===== src/rtl/shift_pkg.sv =====
// Shared constants for the round-robin shift unit.
// Op codes and FSM state encodings.
package shift_pkg;

  localparam logic [1:0] OP_SLL = 2'b00;
  localparam logic [1:0] OP_SRL = 2'b01;
  localparam logic [1:0] OP_SRA = 2'b10;
  localparam logic [1:0] OP_ROL = 2'b11;

  localparam logic [1:0] S_IDLE = 2'd0;
  localparam logic [1:0] S_EXEC = 2'd1;
  localparam logic [1:0] S_RESP = 2'd2;

endpackage


===== src/rtl/shift_core.sv =====
// Combinational log-stage barrel shifter.
// Shift amounts of WIDTH or more are clamped; rotates wrap.
module shift_core
  import shift_pkg::*;
#(
  parameter int WIDTH = 8
) (
  input  logic [WIDTH-1:0] a,
  input  logic [7:0]       b,
  input  logic [1:0]       op,
  output logic [WIDTH-1:0] y
);

  localparam int SW = (WIDTH > 1) ? $clog2(WIDTH) : 1;

  logic [SW-1:0]    amt;
  logic             over;
  logic [WIDTH-1:0] v;

  always_comb begin
    over = (b >= 8'(WIDTH));
    amt  = (op == OP_ROL) ? SW'(b % 8'(WIDTH)) : SW'(b);
    v    = a;
    for (int k = 0; k < SW; k++) begin
      if (amt[k]) begin
        unique case (op)
          OP_SLL: v = v << (1 << k);
          OP_SRL: v = v >> (1 << k);
          OP_SRA: v = WIDTH'($signed(v) >>> (1 << k));
          OP_ROL: v = (v << (1 << k)) | (v >> (WIDTH - (1 << k)));
          default: v = v;
        endcase
      end
    end
    y = v;
    // Rotate never overflows; the linear shifts saturate to their fill.
    if (over) begin
      unique case (op)
        OP_SLL: y = '0;
        OP_SRL: y = '0;
        OP_SRA: y = {WIDTH{a[WIDTH-1]}};
        default: y = v;
      endcase
    end
  end

endmodule


===== src/rtl/shift_rr_arbiter.sv =====
// Round-robin arbiter sharing one shift_core among N requesters.
// Sequence per op: grant/capture, execute, hold registered response.
module shift_rr_arbiter
  import shift_pkg::*;
#(
  parameter int WIDTH = 8,
  parameter int N     = 4,
  localparam int IDW  = $clog2(N)
) (
  input  logic             clk,
  input  logic             rst,
  input  logic [N-1:0]     req_valid,
  output logic [N-1:0]     req_ready,
  input  logic [N*WIDTH-1:0] req_a,
  input  logic [N*8-1:0]   req_b,
  input  logic [N*2-1:0]   req_op,
  output logic             rsp_valid,
  input  logic             rsp_ready,
  output logic [WIDTH-1:0] rsp_data,
  output logic [IDW-1:0]   rsp_id
);

  logic [1:0]       state;
  logic [IDW-1:0]   ptr;
  logic [IDW-1:0]   grant;
  logic [IDW:0]     scan;
  logic             any;
  logic             fire;
  logic [WIDTH-1:0] cap_a;
  logic [7:0]       cap_b;
  logic [1:0]       cap_op;
  logic [IDW-1:0]   cap_id;
  logic [IDW-1:0]   next_ptr;
  logic [WIDTH-1:0] y;

  // Scan from the farthest slot back to ptr so the nearest valid wins.
  always_comb begin
    grant = '0;
    scan  = '0;
    for (int j = N - 1; j >= 0; j--) begin
      scan = {1'b0, ptr} + (IDW + 1)'(j);
      if (scan >= (IDW + 1)'(N)) begin
        scan = scan - (IDW + 1)'(N);
      end
      if (req_valid[scan[IDW-1:0]]) begin
        grant = scan[IDW-1:0];
      end
    end
  end

  always_comb begin
    any       = |req_valid;
    fire      = (state == S_IDLE) && any;
    req_ready = '0;
    if (fire) begin
      req_ready[grant] = 1'b1;
    end
    next_ptr = (cap_id == IDW'(N - 1)) ? '0 : cap_id + 1'b1;
  end

  shift_core #(
    .WIDTH(WIDTH)
  ) u_core (
    .a (cap_a),
    .b (cap_b),
    .op(cap_op),
    .y (y)
  );

  always_ff @(posedge clk or posedge rst) begin
    if (rst) begin
      state     <= S_IDLE;
      ptr       <= '0;
      cap_a     <= '0;
      cap_b     <= '0;
      cap_op    <= '0;
      cap_id    <= '0;
      rsp_valid <= 1'b0;
      rsp_data  <= '0;
      rsp_id    <= '0;
    end else begin
      unique case (state)
        S_IDLE: begin
          if (fire) begin
            cap_a  <= req_a[grant*WIDTH +: WIDTH];
            cap_b  <= req_b[grant*8 +: 8];
            cap_op <= req_op[grant*2 +: 2];
            cap_id <= grant;
            state  <= S_EXEC;
          end
        end
        S_EXEC: begin
          rsp_data  <= y;
          rsp_id    <= cap_id;
          rsp_valid <= 1'b1;
          state     <= S_RESP;
        end
        S_RESP: begin
          if (rsp_ready) begin
            rsp_valid <= 1'b0;
            ptr       <= next_ptr;
            state     <= S_IDLE;
          end
        end
        default: state <= S_IDLE;
      endcase
    end
  end

endmodule


===== config.mk =====
export PLATFORM = sky130hd
export DESIGN_NAME = shift_rr_arbiter
export DESIGN_NICKNAME = d
export VERILOG_FILES = /design/src/rtl/shift_pkg.sv /design/src/rtl/shift_core.sv /design/src/rtl/shift_rr_arbiter.sv
export SDC_FILE = /design/constraint.sdc
export NUM_CORES = 1
export LEC_CHECK = 0
export CORE_ASPECT_RATIO = 0.5
export CORE_MARGIN = 2
export CORE_UTILIZATION = 46
export CTS_CLUSTER_SIZE = 24
export DETAILED_ROUTE_END_ITERATION = 8
export MAX_ROUTING_LAYER = met4
export PLACE_DENSITY = 0.81
export SETUP_SLACK_MARGIN = 0.05
export SLEW_MARGIN = 30
export SYNTH_ARGS = -nofsm -noshare
export SYNTH_HDL_FRONTEND = slang
export SYNTH_SLANG_ARGS = --single-unit

===== constraint.sdc =====
create_clock -name clk -period 2.2 [get_ports clk]
set_input_delay 0.22 -clock clk [delete_from_list [all_inputs] [get_ports clk]]
set_output_delay 0.22 -clock clk [all_outputs]
set_load 0.05 [all_outputs]

* Word level (Yosys, flattened, before mapping)
Index checks and enable logic that the tools add are counted.
Widths: inputs -> output; s select.
** Word-level totals
- Register bits :: 35
- Input bits :: 79
- Output and inout port bits :: 15
- Logic and storage cells :: 86
** Operators by class
- Add/subtract/negate cells :: 8
- $lt $le $gt $ge :: 11
- Eq/ne operators :: 8
- Shifts and indexed selects :: 3
- Muxes and demuxes :: 33
- Bitwise operators :: 3
- Reduce and logical (&&, ||, !) cells :: 11
** Operators with widths (count)
- $pmux 8 s4 :: 3
- $shiftx 32x6->8 :: 2
- $mux 8 :: 4
- $mux 2 :: 11
- $pmux 8 s2 :: 1
- $lt 2x3->1 const B :: 5
- $ge 3x3->1 const B :: 3
- $bmux 1 s2 :: 4
- $eq 2x2->1 const B :: 4
- $ge 8x4->1 const B :: 1
- $or 8x1->8 :: 1
- $or 8x2->8 :: 1
- $or 8x4->8 :: 1
- $reduce_and 2->1 :: 4
- $shiftx 8x4->2 :: 1
- $sub 2x1->2 const B :: 4
- $add 2x2->3 const B :: 2
- $mux 1 :: 6
- $pmux 2 s3 :: 1
- $eq 2x1->1 const B :: 2
- $logic_not 2->1 :: 2
- $mux 4 :: 1
- $ne 2x2->1 const B :: 2
- $reduce_or 4->1 :: 1
- other kinds (9) :: 10

* Depth between registers and ports, before layout
Gate-level depths: netlist (run 1).
- Word-level depth :: 14
- Mapped depth :: 8
- Mapped depth without buffers :: 5

* Modules after synthesis
From an unflattened synthesis (run 1), not the netlist that was laid out.
** Second synthesis, totals
- Cell total of the unflattened synthesis :: 286
- Area total of the unflattened synthesis :: 2785.2 um^2
** Modules (own cells, without submodules)
- shift_rr_arbiter :: instances 1, cells an instance 164, area each 1948.1 um^2, seq. area each 875.8 um^2
- shift_core :: instances 1, cells an instance 122, area each 837.1 um^2, seq. area each 0.0 um^2

* Least setup slack after synthesis (run 1)
No wires, ideal clock.
- Path kind :: register to output
- Start :: reg state[0]
- End :: out req_ready[1]
- Arrival :: 2.247 ns
- Required time :: 1.980 ns
- Setup slack :: -0.267 ns
- Stages on the path, launching flop included :: 6
- Path buffers :: 2
- Cells stage by stage :: dfrtp_1 -> or3_1 -> clkbuf_1 -> or4_4 -> buf_6 -> nor2_1
** On the way
- Word-level cells in the longest chain between the ends :: 3
** Ends and longest elaborated chain
- start: declaration :: line shift_rr_arbiter.sv:23 : logic [1:0] state;
- start signal: assignment :: line shift_rr_arbiter.sv:72 : state <= S_IDLE;
- start signal: assignment :: line shift_rr_arbiter.sv:89 : state <= S_EXEC;
- start signal: assignment :: line shift_rr_arbiter.sv:96 : state <= S_RESP;
- $logic_not 2->1 :: line shift_rr_arbiter.sv:53 : fire = (state == S_IDLE) && any;
- $logic_and 1x1->1 :: line shift_rr_arbiter.sv:53
- $mux 4 :: line shift_rr_arbiter.sv:55 : if (fire) begin
- end: declaration :: line shift_rr_arbiter.sv:13 : output logic [N-1:0] req_ready,
No other way between the ends.

* Final worst setup path (run 1)
- Start :: reg state[1]
- End :: out req_ready[3]
The elaborated chain is that of the path after synthesis.

==> flow_summary_export.csv, run 1 <==
group,metric,value,unit
run_status,status,"completed",
clock_tree,ctsHoldBuffers,0,
routing,wl,8580,um
routing,vias,2849,
finish,area_growth,48.2,%
clock_tree,htreeDepth,2,
die,die_area,6520,sq um
sta,holdWs,394,ps
run,max-cap-violations,0,
synthesis,syn_inst,312,
finish,antennaDiodeCount,0,
sta,period_share,97.0,%
clock_tree,cts.sinks,35,
grt,grt_usage,28.3,%
power,power_leakage,1.68,nW
synthesis,synth-edff-count,0,
synthesis,synth_top_family_by_area,"compound AO/OA/AOI/OAI gates",
critical_path,cp_data_arrival_time,1910,ps
synthesis,synth.distinct_cells,52,
sta,min_period,2130,ps
critical_path,path_max_fanout,4,
power,peakVddDrop,1.18,mV
sta,setup_tns,0,ps
clock_tree,numCtsBuffers,5,
synthesis,avgSynthCellArea,8.64,sq um
finish,drive_gt1_share,13.4,%
synthesis,async_flop_share,100,%
clock_tree,clk_pin_slew,60,ps
clock_tree,cts_buffer_depth,2,
sta,tightest_slew,511,ps
grt,gr-total-overflow,0,
synthesis,ys_warn_count,0,
synthesis,synth_top_cell_by_area,"dfrtp_1",
synthesis,synth_area,2700,sq um
clock_tree,clock_latency,280,ps
grt,grt_first_pass_wirelength,14000,um
place,numPortBuffers,93,
die,die_h,58.1,um
grt,grt_pass1_vias,2753,
routing,drc,0,
synthesis,ys_ff_latch,35,
grt,grt_max_degree,37,
synthesis,synth.top_cell.area_share,32.5,%
die,start_util,48.4,%
synthesis,synth_fp_nets,392,
synthesis,synth_compound_area_share,21.9,%
power,power_per_cell_area,1500,nW/um^2
synthesis,synthMuxAreaShare,18.8,%
place,place_inst,473,
sta,hold_viol,0,
synthesis,synth_ff_type,"dfrtp_1",
die,dieWidth,112,um
synthesis,yosysSeqAreaShare,32.5,%
routing,wl_per_cell,17.8,um
place,dp_hpwl,6520,um
routing,drt_iter0_markers,259,
critical_path,path_class,"reg2out",
routing,postRouteAntennaNets,0,
finish,instances_no_fill,483,
sta,rsz0062_at_grt,"true",
die,rows,19,
synthesis,synth-adder-area-share,0.464,%
finish,final_nets,490,
clock_tree,cts_root_buffer,"clkbuf_16",
min_path,hold_class,"in2async",
sta,finalSetupViolations,0,
routing,dr.pass1.iters,5,
grt,antenna_found_initial,0,
clock_tree,cts_tree,"done",
sta,finClkSkew,4.27,ps
die,io_pins,94,
sta,drv_slew,0,
synthesis,yosys.area_share.simple,18.7,%
routing,vias_per_cell,5.90,
critical_path,start_kind,"flop",
finish,finalCoreUtilization,71.8,%
place,gp_congestion,0.904,
finish,fillCellCount,433,
sta,slew_headroom,65.8,%
synthesis,synthXorXnorAreaFrac,1.21,%
die,core,5560,sq um
synthesis,netlist_top_cells_area,"dfrtp_1, mux2i_1, nand2_1",
sta,fmax,469,MHz
critical_path,end_kind,"output pin",
critical_path,required,1980,ps
path summary, 6_finish.rpt:
| kind | slack (ps) | depth (start not counted) | endpoint | startpoint |
|---|---|---|---|---|
| max in group asynchronous | 1450 | 3 | cap_op[1]$_DFFE_PP0P_ | rst |
| worst max register to register | 120 | 7 | rsp_data[6]$_DFFE_PP0P_ | cap_op[0]$_DFFE_PP0P_ |
| worst min register to register | 480 | 2 | rsp_id[0]$_DFFE_PP0P_ | rsp_id[0]$_DFFE_PP0P_ |
| worst min-delay path | 390 | 3 | rsp_valid$_DFFE_PP0P_ | rst |
| min in group clk | 480 | 2 | rsp_id[0]$_DFFE_PP0P_ | rsp_id[0]$_DFFE_PP0P_ |
| worst max-delay path | 70 | 4 | req_ready[3] | state[1]$_DFFE_PP0P_ |
sequential cells by signal, indices dropped and copies added (netlist names), 2 cells and up:
| name | flops |
|---|---|
| cap_op | 2 |
| rsp_data | 8 |
| cap_id | 2 |
| cap_a | 8 |
| cap_b | 8 |
| rsp_id | 2 |
| state | 2 |
| ptr | 2 |
metal layers:
| metal | GRT usage [%] | up-vias | share of wire [%] |
|---|---|---|---|
| li1 | - | 1354 | - |
| met1 | 40.1 | 1337 | 47 |
| met2 | 41.7 | 148 | 43 |
| met3 | 6.28 | 10 | 8.4 |
| met4 | 6.79 | 0 | 1.3 |
| met5 | - | - | 0 |
stage by stage:
stage,instance area (sq um),worst slack [ps],total power [mW]
5_1_grt,3990,30.2,6.40
3_3_place_gp,3810,-17.6,5.09
2_1_floorplan,2700,-41.5,3.90
6_report,3990,66.6,6.01
4_1_cts,3970,79.7,5.92
3_5_place_dp,3810,-91.8,5.17
power breakdown:
part / leakage, nW / total (mW) / internal, mW / switching [mW]
logic: 1.19 / 3.89 / 1.70 / 2.19
registers: 0.427 / 1.42 / 0.976 / 0.445
clock network: 0.0727 / 0.701 / 0.442 / 0.259
total: 1.68 / 6.01 / 3.12 / 2.89
cell usage after synthesis (3+ instances only):
master and number:
o211ai_1 4, nor2b_1 3, o21ai_0 13, nor4_1 3, or3_1 3, a211oi_1 7
nand2b_1 9, dfrtp_1 35, clkbuf_1 14, buf_2 7, o221ai_1 20, inv_1 8
nor3_1 5, mux2i_1 45, nor2_1 25, a31oi_1 7, a21oi_1 11, nand2_1 47
buf_4 4
layout make-up:
class	count	area (sq um)	share of cell area, %
multi-input combinational	241	1670	41.9
sequential	35	881	22.1
timing repair buffer	119	1170	29.4
clock buffer	6	139	3.48
clock inverter	1	5.00	0.125
tap	73	91.3	2.29
inverter	8	30.0	0.752
cell usage in the layout, fill, tap and decap left out, drive strengths merged, types with 2 or more instances in the layout:
cell / n
clkdlybuf4s50: 85
nand2: 47
mux2i: 45
dfrtp: 35
buf: 30
nor2: 25
o221ai: 20
o21ai: 15
a21oi: 11
nand2b: 9
inv: 8
a211oi: 7
a31oi: 7
clkbuf: 6
nor3: 5
o211ai: 4
dlygate4sd2: 4
nor2b: 3
nor4: 3
or3: 3
and2: 2
nand3b: 2
nand3: 2
and3: 2
mux4: 2
a311oi: 2
or4: 2
o31ai: 2
worst max-delay path, stage by stage (launching register included):
cell	delay [ps]
dfrtp_2	420
or3_4	380
or4_4	550
nor2_4	140
buf_12	140
what timing repair did:
action                     in CTS  in global routing
setup endpoints to repair       5                  5
gates resized for setup         8                  5
pin swaps                       4                  1
buffers inserted                1                  2
cell families after synthesis:
logic type,after synthesis
simple gates,108
compound gates,82
fa+ha+maj,1
xor+xnor,2
buf+inv,36
mux,48
flops,35
(Power assumes the default switching activity.)
==> inputs of run 2 (changes only) <==
--- a/config.mk
+++ b/config.mk
@@ -10,6 +10,7 @@
 export CORE_UTILIZATION = 46
 export CTS_CLUSTER_SIZE = 24
 export DETAILED_ROUTE_END_ITERATION = 8
+export HOLD_SLACK_MARGIN = 0.06
 export MAX_ROUTING_LAYER = met4
 export PLACE_DENSITY = 0.81
 export SETUP_SLACK_MARGIN = 0.05
==> results of run 2 <==
No change in the layout: final DEF, timing and power equal those of run 1.
==> inputs of run 3 (changes only) <==
--- a/config.mk
+++ b/config.mk
@@ -5,7 +5,7 @@
 export SDC_FILE = /design/constraint.sdc
 export NUM_CORES = 1
 export LEC_CHECK = 0
-export CORE_ASPECT_RATIO = 0.5
+export ABC_CLOCK_PERIOD_IN_PS = 2200
 export CORE_MARGIN = 2
 export CORE_UTILIZATION = 46
 export CTS_CLUSTER_SIZE = 24
==> constraint.sdc (replaced) <==
create_clock -name clk -period 2.2 [get_ports clk]
set_input_delay 0.44 -clock clk [delete_from_list [all_inputs] [get_ports clk]]
set_output_delay 0.44 -clock clk [all_outputs]
set_load 0.05 [all_outputs]
==> run 3 against run 2 <==
  * The flow now finishes with violations (setup timing)
  * Cell count increased by 2.1%
  * Critical path depth did not move
  * Clock skew increased by 6.3 ps
  * First-iteration DRC count decreased by 35%
  * Hold slack gained 100 ps
  * Setup slack got worse by 220 ps
  * Global-route usage is 0.25 points higher
  * Final area up 3.1%
  * Combinational power grew 5.1%
  * Largest cell class unchanged
==> flow_summary_export.csv, run 3 (same netlist as run 1, synthesis figures left out) <==
group,metric,value,unit
grt,grt_pass1_vias,3028,
routing,vias_per_cell,5.90,
routing,drt_iter0_markers,169,
sta,period_share,107,%
power,peakVddDrop,0.738,mV
sta,slew_headroom,67.0,%
routing,dr.pass1.iters,4,
sta,finClkSkew,10.6,ps
finish,final_common_cell,"clkdlybuf4s50_1",
critical_path,cp_data_arrival_time,1910,ps
clock_tree,cts.sinks,35,
sta,rsz0062_at_grt,"true",
run_status,status,"complete, but fails checks",
sta,finalSetupViolations,4,
clock_tree,cts_root_buffer,"clkbuf_8",
min_path,holdPathEnd,"rsp_id[1]$_DFFE_PP0P_",
place,place_inst,482,
critical_path,crit_chain,"or3_4 > or4_4 > nor2_4 > buf_12",
power,power_per_cell_area,1500,nW/um^2
place,gp_congestion,0.960,
finish,multi_input_area,1700,sq um
die,io_pins,94,
finish,area_growth,52.8,%
critical_path,rrSetupSlack,60,ps
run,max-cap-violations,0,
finish,reg_top3,"cap_a x8, cap_b x8, rsp_data x8",
critical_path,rr_startpoint,"state[1]$_DFFE_PP0P_",
clock_tree,numCtsBuffers,5,
sta,min_period,2350,ps
grt,gr-total-overflow,0,
finish,finalCoreUtilization,73.9,%
critical_path,reg2reg_depth,5,
sta,tightest_slew,493,ps
finish,final_nets,500,
critical_path,crit-reg2reg-capture,"cap_b[1]$_DFFE_PP0P_",
finish,register_area,877,sq um
routing,wl_per_cell,16.9,um
critical_path,crit_path_start,"state[1]$_DFFE_PP0P_",
run_status,violations,"setup timing",
place,numPortBuffers,93,
grt,antenna_found_initial,0,
routing,vias,2911,
sta,setup_tns,-391,ps
finish,instances_no_fill,493,
grt,grt_usage,28.6,%
critical_path,end_kind,"output pin",
routing,drc,0,
critical_path,required,1760,ps
critical_path,path_class,"reg2out",
power,power_leakage,1.75,nW
clock_tree,clock_latency,290,ps
die,start_util,48.4,%
die,die_h,80.5,um
routing,postRouteAntennaNets,0,
finish,layout_common_cells,"clkdlybuf4s50_1, nand2_1, mux2i_1",
power,total_power,6.18,mW
clock_tree,cts_tree,"done",
clock_tree,htreeDepth,2,
grt,grt_first_pass_wirelength,14200,um
finish,drive_gt1_share,16.4,%
min_path,min_path_cells,2,
sta,fmax,425,MHz
critical_path,start_kind,"flop",
die,dieWidth,80.5,um
critical_path,path_max_fanout,3,
die,die_area,6490,sq um
die,rows,27,
critical_path,critPathSlowestCell,"or4_4",
sta,holdWs,495,ps
min_path,worstHoldStart,"rsp_id[1]$_DFFE_PP0P_",
die,core,5570,sq um
sta,hold_viol,0,
critical_path,max_stage_delay,540,ps
grt,grt_max_degree,36,
clock_tree,cts_buffer_depth,2,
sta,drv_slew,0,
finish,antennaDiodeCount,0,
routing,wl,8330,um
clock_tree,clk_pin_slew,80,ps
finish,fillCellCount,409,
min_path,hold_class,"reg2reg",
clock_tree,ctsHoldBuffers,0,
sta,fin_ws,-154,ps
place,dp_hpwl,6440,um
-- run 3: cell types whose count changed in the layout (fill, tap and decap cells not counted), sizes merged --
cell           delta
clkinv            -1
buf              +11
dlygate4sd2       -4
clkinvlp          +1
bufbuf            +1
bufinv            +2
clkdlybuf4s15     +2
clkbuf            -1
-- run 3: cell type report --
cell class                      count  area share (%)
Sequential cell                    35            21.3
Clock inverter                      3            1.64
Tap cell                           72            2.19
Clock buffer                        5            1.67
Inverter                            8           0.790
Multi-Input combinational cell    241            41.2
Timing Repair Buffer              129            31.2
-- run 3: timing repair --
| item | CTS | global route |
|---|---|---|
| pin swaps | 4 | 2 |
| resized for setup | 23 | 1 |
| cloned | 1 | 0 |
| endpoints found under the setup margin | 22 | 6 |
| setup buffers | 2 | 0 |
-- run 3: worst max-delay path by stage --
| stage | endpoint | slack, ps | depth (start not counted) |
|---|---|---|---|
| floorplan | req_ready[1] | -70 | 6 |
| global placement | req_ready[1] | -390 | 6 |
| detailed placement | req_ready[1] | -480 | 6 |
| CTS | req_ready[1] | -200 | 4 |
| global route | req_ready[1] | -180 | 4 |
| finish | req_ready[1] | -150 | 4 |
-- run 3: through the flow --
step | instance area, sq um | worst slack [ps]
5_1_grt | 4120 | -185
6_report | 4120 | -154
3_5_place_dp | 3900 | -478
2_1_floorplan | 2720 | -67.2
4_1_cts | 4120 | -200
3_3_place_gp | 3900 | -390
-- run 3: metal layers --
layer / GRT usage [%] / part of all wire (%) / up-vias
li1: - / - / 1372
met3: 4.61 / 6.6 / 16
met4: 7.97 / 2.0 / 0
met5: - / 0 / -
met2: 48.6 / 50 / 133
met1: 35.2 / 42 / 1390
-- run 3: power by group --
part	internal, mW	switching (mW)	leakage (nW)
registers	0.969	0.424	0.430
logic	1.88	2.21	1.25
clock network	0.452	0.254	0.0644
total	3.30	2.88	1.75
-- run 3: worst max-delay path: cells and delay by family (launching register included) --
kind	cells	cell delay (ps)
flops	1	410
buf+inv	1	140
simple gates	3	1060
